File: src/rtl/la_dump_ctrl.sv
// la_dump_ctrl: streams one captured channel out of the circular capture RAM to
// uart_tx, oldest sample first, one byte per trmt/tx_done handshake.
// Optional build macro: DUMP_CHKSUM_EN appends an 8-bit modulo-256 sum byte.
//
//   state | meaning
//   ------+------------------------------------------------------------
//   IDLE  | waiting for dump_start; invalid channel answers with nak
//   RD    | ram_en asserted for one cycle at the current address
//   WAIT  | read data arrives; captured into tx_data, trmt issued next
//   TX    | waiting for tx_done (ignored in first cycle, it is still stale)
//   CHK   | (DUMP_CHKSUM_EN only) load checksum into tx_data, trmt next
//   DONE  | one-cycle dump_done, then back to IDLE
module la_dump_ctrl #(
  parameter int ENTRIES = 384,
  parameter int LOG2    = 9
) (
  input  logic            clk,
  input  logic            rst,
  input  logic            dump_start,
  input  logic [2:0]      dump_chan,
  input  logic [LOG2-1:0] wrt_ptr,
  output logic [LOG2-1:0] ram_addr,
  output logic            ram_en,
  output logic [2:0]      ram_ch,
  input  logic [7:0]      ram_rdata,
  output logic [7:0]      tx_data,
  output logic            trmt,
  input  logic            tx_done,
  output logic            busy,
  output logic            dump_done,
  output logic            nak
);

`ifdef DUMP_CHKSUM_EN
  typedef enum logic [2:0] {S_IDLE, S_RD, S_WAIT, S_TX, S_CHK, S_DONE} state_t;
`else
  typedef enum logic [2:0] {S_IDLE, S_RD, S_WAIT, S_TX, S_DONE} state_t;
`endif

  state_t          state, nxt_state;
  logic [LOG2-1:0] addr;
  logic [LOG2-1:0] cnt;
  logic            chan_ok;
  logic            last_byte;
  logic            byte_done;
`ifdef DUMP_CHKSUM_EN
  logic [7:0]      sum;
  logic            chk_phase;
`endif

  assign chan_ok   = (dump_chan >= 3'd1) && (dump_chan <= 3'd5);
  assign last_byte = (cnt == LOG2'(ENTRIES - 1));
  // trmt is high exactly in the first TX cycle, when tx_done is still the
  // previous byte's flag and must not count.
  assign byte_done = (state == S_TX) && !trmt && tx_done;
  assign ram_addr  = addr;

  // State register.
  always_ff @(posedge clk) begin
    if (rst) state <= S_IDLE;
    else     state <= nxt_state;
  end

  // Next-state logic and outputs decoded from the state register.
  always_comb begin
    nxt_state = state;
    ram_en    = 1'b0;
    dump_done = 1'b0;
    busy      = (state != S_IDLE);
    case (state)
      S_IDLE: if (dump_start && chan_ok) nxt_state = S_RD;
      S_RD: begin
        ram_en    = 1'b1;
        nxt_state = S_WAIT;
      end
      S_WAIT: nxt_state = S_TX;
      S_TX: begin
        if (byte_done) begin
`ifdef DUMP_CHKSUM_EN
          if (chk_phase)      nxt_state = S_DONE;
          else if (last_byte) nxt_state = S_CHK;
          else                nxt_state = S_RD;
`else
          if (last_byte) nxt_state = S_DONE;
          else           nxt_state = S_RD;
`endif
        end
      end
`ifdef DUMP_CHKSUM_EN
      S_CHK: nxt_state = S_TX;
`endif
      S_DONE: begin
        dump_done = 1'b1;
        nxt_state = S_IDLE;
      end
      default: nxt_state = S_IDLE;
    endcase
  end

  // Datapath: channel/address/count registers, tx byte, trmt and nak pulses.
  always_ff @(posedge clk) begin
    if (rst) begin
      addr    <= '0;
      cnt     <= '0;
      ram_ch  <= '0;
      tx_data <= '0;
      trmt    <= 1'b0;
      nak     <= 1'b0;
`ifdef DUMP_CHKSUM_EN
      sum       <= '0;
      chk_phase <= 1'b0;
`endif
    end else begin
      nak <= (state == S_IDLE) && dump_start && !chan_ok;
`ifdef DUMP_CHKSUM_EN
      trmt <= (state == S_WAIT) || (state == S_CHK);
`else
      trmt <= (state == S_WAIT);
`endif
      case (state)
        S_IDLE: begin
          if (dump_start && chan_ok) begin
            ram_ch <= dump_chan;
            // An out-of-range write pointer restarts the walk at location 0.
            addr   <= ({1'b0, wrt_ptr} >= (LOG2+1)'(ENTRIES)) ? '0 : wrt_ptr;
            cnt    <= '0;
`ifdef DUMP_CHKSUM_EN
            sum       <= '0;
            chk_phase <= 1'b0;
`endif
          end
        end
        S_WAIT: begin
          tx_data <= ram_rdata;
`ifdef DUMP_CHKSUM_EN
          sum <= sum + ram_rdata;
`endif
        end
        S_TX: begin
          if (byte_done && !last_byte) begin
            cnt  <= cnt + 1'b1;
            addr <= (addr == LOG2'(ENTRIES - 1)) ? '0 : addr + 1'b1;
          end
        end
`ifdef DUMP_CHKSUM_EN
        S_CHK: begin
          tx_data   <= sum;
          chk_phase <= 1'b1;
        end
`endif
        default: ;
      endcase
    end
  end

endmodule

File: config.mk
export PLATFORM = sky130hd
export DESIGN_NAME = la_dump_ctrl
export DESIGN_NICKNAME = d
export VERILOG_FILES = /design/src/rtl/la_dump_ctrl.sv
export SDC_FILE = /design/constraint.sdc
export NUM_CORES = 1
export LEC_CHECK = 0
export ABC_AREA = 0
export CORE_MARGIN = 2
export CORE_UTILIZATION = 51
export DETAILED_ROUTE_END_ITERATION = 8
export MAX_ROUTING_LAYER = met4
export PLACE_DENSITY_LB_ADDON = 0.15
export SLEW_MARGIN = 20
export SYNTH_ARGS = -nofsm -noshare
export SYNTH_HDL_FRONTEND = slang
export SYNTH_SLANG_ARGS = --single-unit
File: constraint.sdc
create_clock -name clk -period 5.4 [get_ports clk]
set_clock_uncertainty 0.05 [all_clocks]
set_input_delay 0.54 -clock clk [delete_from_list [all_inputs] [get_ports clk]]
set_output_delay 0.54 -clock clk [all_outputs]
set_load 0.03 [all_outputs]
Word level (Yosys, flattened, before mapping)
Index checks and enable logic that the tools add are counted.
Widths: inputs -> output; s select.
- flip-flop bits (word level): 34
- input port bits: 24
- output and inout bits: 25
- reductions and logical operators: 16
- eq/ne operators: 9
- add/subtract/negate cells: 2
- muxes and demuxes: 14
- $lt $le $gt $ge: 3
- operators with widths (kind ; number):
    $mux 9 ; 6
    $pmux 9 s2 ; 2
    $add 9x1->9 const B ; 2
    $eq 9x9->1 const B ; 2
    $pmux 3 s4 ; 1
    $ge 9x9->1 const B ; 1
    $mux 3 ; 3
    $logic_and 1x1->1 ; 7
    $eq 3x2->1 const B ; 2
    $ne 2x2->1 const B ; 2
    $reduce_and 2->1 ; 2
    $eq 3x1->1 const B ; 1
    $eq 3x3->1 const B ; 1
    $ge 3x1->1 const B ; 1
    $le 3x3->1 const B ; 1
    $logic_not 1->1 ; 3
    $logic_not 3->1 ; 1
    $reduce_and 3->1 ; 1
    $reduce_bool 3->1 ; 1
    $mux 1 ; 2
    $ne 2x1->1 const B ; 1
    $reduce_bool 2->1 ; 1

Longest topological paths before layout
- depth after elaboration: 6
- mapped depth: 8
- depth with buffers taken out: 6

Worst setup path before layout
Ideal clock, no wire load.
- kind: in2reg
- start: input dump_start
- end: register addr[5] (netlist: ram_addr[5])
- library setup time: 131 ps
- stages on the path: 6
- buffers on the path: 1
- path slack: 3314 ps
- arrival time: 1905 ps
- required time: 5219 ps
- cell sequence: or4b_4 > a211o_4 > a22o_4 > buf_6 > a21oi_1 > o32ai_2
- cells in the longest elaborated chain, start to end: 3
- ends and longest elaborated chain (item ; line ; source):
    start: declaration ; 19 ; input logic dump_start,
    $logic_and 1x1->1 ; 122 ; if (dump_start && chan_ok) begin
    $ne 2x2->1 (no source line) ; - ;
    $reduce_and 3->1 (no source line) ; - ;
    end signal: assignment ; 125 ; addr <= ({1'b0, wrt_ptr} >= (LOG2+1)'(ENTRIES)) ? '0 : wrt_ptr;
    end signal: assignment ; 142 ; addr <= (addr == LOG2'(ENTRIES - 1)) ? '0 : addr + 1'b1;
    end: declaration ; 41 ; logic [LOG2-1:0] addr;
No other way between the ends.
A chain may end at the register's enable or synchronous reset.

Worst setup path after layout
- start: register state[1]
- end: register cnt[7]
- cells in the longest elaborated chain, start to end: 6
- elaborated cells on any way between the ends: 10
- ends and longest elaborated chain (item ; line ; source):
    start: declaration ; 40 ; state_t state, nxt_state;
    start signal: assignment ; 61 ; else state <= nxt_state;
    $eq 3x2->1 ; 55, 120 ;
    $logic_and 1x1->1 (2 in series) ; 55 ; assign byte_done = (state == S_TX) && !trmt && tx_done;
    $logic_and 1x1->1 ; 140 ; if (byte_done && !last_byte) begin
    $ne 2x1->1 (no source line) ; - ;
    $reduce_and 3->1 (no source line) ; - ;
    end signal: assignment ; 141 ; cnt <= cnt + 1'b1;
    end: declaration ; 42 ; logic [LOG2-1:0] cnt;
Several ways; a longest one is shown, not always the timed one.

==> reports/metrics.yaml <==
status: "completed"
postCtsSetupBuffers: 0
cp-end-kind: "flip-flop"
grt_pass1_vias: 1400
n_antenna_cell: 0
cts_resized: 0
wl_mm: 3.90
finalPower_mw: 0.583
synth_edf_count: 0
min_period_over_period_pct: 45.0
fmax_mhz: 412
hp-class: "reg -> reg"
synthToLayoutAreaGrowth_pct: 31.9
grt_overflow: 0
drive_gt1_share_pct: 7.26
drc_errors: 0
critPathLaunchType: "flip-flop"
numCtsBuffers: 5
cp_max_fo: 17
p_leak_nw: 0.765
final_cell_count_no_fill: 292
path_clk_slew_ps: 100
cts.sinks: 34
whs_ps: 408
postRouteAntennaNets: 0
slowest_delay_ps: 640
dpl_cell_area_sq_um: 2190
io_pins: 49
synth_seq_cells: 34
nets: 273
htreeDepth: 2
dp.cells: 284
clock_latency_ps: 340
setup_tns_ps: 0
die_w_microns: 61.8
synth_top_area_share_pct: 39.9
synth_cells: 202
grt_pass1_wl_mm: 6.22
yosys_warnings: 0
max_cap_violations: 0
setup_violations: 0
worst_pin_slew_ps: 985
slew_headroom_pct: 33.5
rsz0062_at_grt: "false"
antenna_found_initial: 0
final_cell_area_sq_um: 2250
ys_seq_area_share_pct: 39.9
num_rows: 20
cts-root-buf: "clkbuf_4"
crit_slowest_cell: "and3b_1"
start_util_pct: 54.5
required_ps: 5610
avgRoutedWirePerCell_microns: 13.4
cts_tree: "done"
num_vias: 1686
syn_nets: 228
powerDensity_nw_per_um2: 260
grt_max_degree: 37
fin_ws_ps: 2970
hold_violations: 0
vias_per_cell: 5.77
crit_type: "reg -> reg"
core_area_sq_um: 3130
detail_route.first_pass.iterations: 4
synth_top_area_cell: "dfxtp_1"
min_period_ps: 2430
dieArea_sq_um: 3820
final_util_pct: 71.8
final_common_cell: "clkdlybuf4s50_1"
routabilityCongestion: 0.872
io_buffers: 48
drt-initial-drc-count: 116
final_cell_mix: "clkdlybuf4s50_1 (48), dfxtp_1 (34), nand2_1 (27)"
grt_usage_pct: 22.5
syn_avg_cell_area_sq_um: 8.44
cts_hold_buffers: 0
die_h_microns: 61.8
synth_area_sq_um: 1700
ys_async_sr_fraction_pct: 0
place_hpwl_mm: 2.67
ys.flop_type: "dfxtp_1"
pre_cts_slack_ps: 2670
ir_drop_mv: 0.205
critical_path_arrival_ps: 2640
path_cells: "and3b_1 > o311ai_0 > or3_1 > a31oi_1"
slew_viol_final: 0
cts.path.max_buffers: 2
synth_cell_type_count: 50
netlist_top_cells_area: "dfxtp_1 (40%), a21oi_1 (6.8%), nand2_1 (5.9%)"
-- logic make-up after synthesis --
group	after synthesis	share of synthesized area (%)
AO/OA/AOI/OAI	60	25.8
adder cells (fa/ha/maj)	2	1.47
buffers and inverters	12	3.74
flip-flops	34	39.9
multiplexers	4	2.42
AND/OR/NAND/NOR	90	26.7
-- area by class of cell --
| type | count | area [sq um] |
|---|---|---|
| repair buffers | 49 | 488 |
| clock buffers | 7 | 55.1 |
| inverters | 1 | 3.75 |
| well taps | 44 | 55.1 |
| multi-input cells | 156 | 960 |
| flip-flops and latches | 34 | 681 |
| fillers | 247 | 881 |
| clock inverters | 1 | 5.00 |
-- state kept, by name (all words and copies together) (netlist names) --
register	flops
ram_ch	3
trmt	1
state	3
tx_data	8
cnt	9
nak	1
ram_addr	9
-- report_power, final --
group / switching, mW / internal (mW) / leakage [nW]
registers: 0.0185 / 0.266 / 0.276
clock network: 0.0854 / 0.0631 / 0.0353
logic: 0.0826 / 0.0683 / 0.453
total: 0.187 / 0.397 / 0.765
-- synth_stat cells (2+ instances only) --
cell type   n
o32ai_2     2
a311oi_1    3
or3_1       3
a32o_1      2
o21ai_0     6
a31oi_1     5
nor2b_1     3
nand3_1     6
nor2_1     20
buf_6       2
nand2_1    27
a21oi_1    23
nor3b_1     3
a211oi_1    2
and4_1      2
clkbuf_1    7
mux2i_1     3
nand4b_1    2
a221oi_1    2
nand2b_1    5
ha_1        2
nor3_1     10
dfxtp_1    34
nand4_1     2
-- worst max-delay path: cells and delay by family (launching register included) --
kind               cells  cell delay [ps]
AOI/OAI and AO/OA      2              670
DFF                    1              530
and+or+nand+nor        2             1110
-- final timing paths --
path / cells past startpoint / from / end / slack [ps]
worst max-delay path: 4 / state[1]$_SDFFE_PP0P_ / cnt[7]$_SDFFE_PP0P_ / 2970
worst min register to register: 2 / tx_data[3]$_SDFFE_PP0P_ / tx_data[3]$_SDFFE_PP0P_ / 410
worst min-delay path: 2 / tx_data[3]$_SDFFE_PP0P_ / tx_data[3]$_SDFFE_PP0P_ / 410
worst max register to register: 4 / state[1]$_SDFFE_PP0P_ / cnt[7]$_SDFFE_PP0P_ / 2970
-- metal layers --
layer  vias up  track usage [%]  part of all wire [%]
met5         -                -                     0
met4         0             6.69                  0.38
met3         2             5.80                   7.0
met2        60             36.5                    48
met1       782             27.6                    45
li1        842                -                     -
No activity file was read; power rests on OpenSTA's default activity.
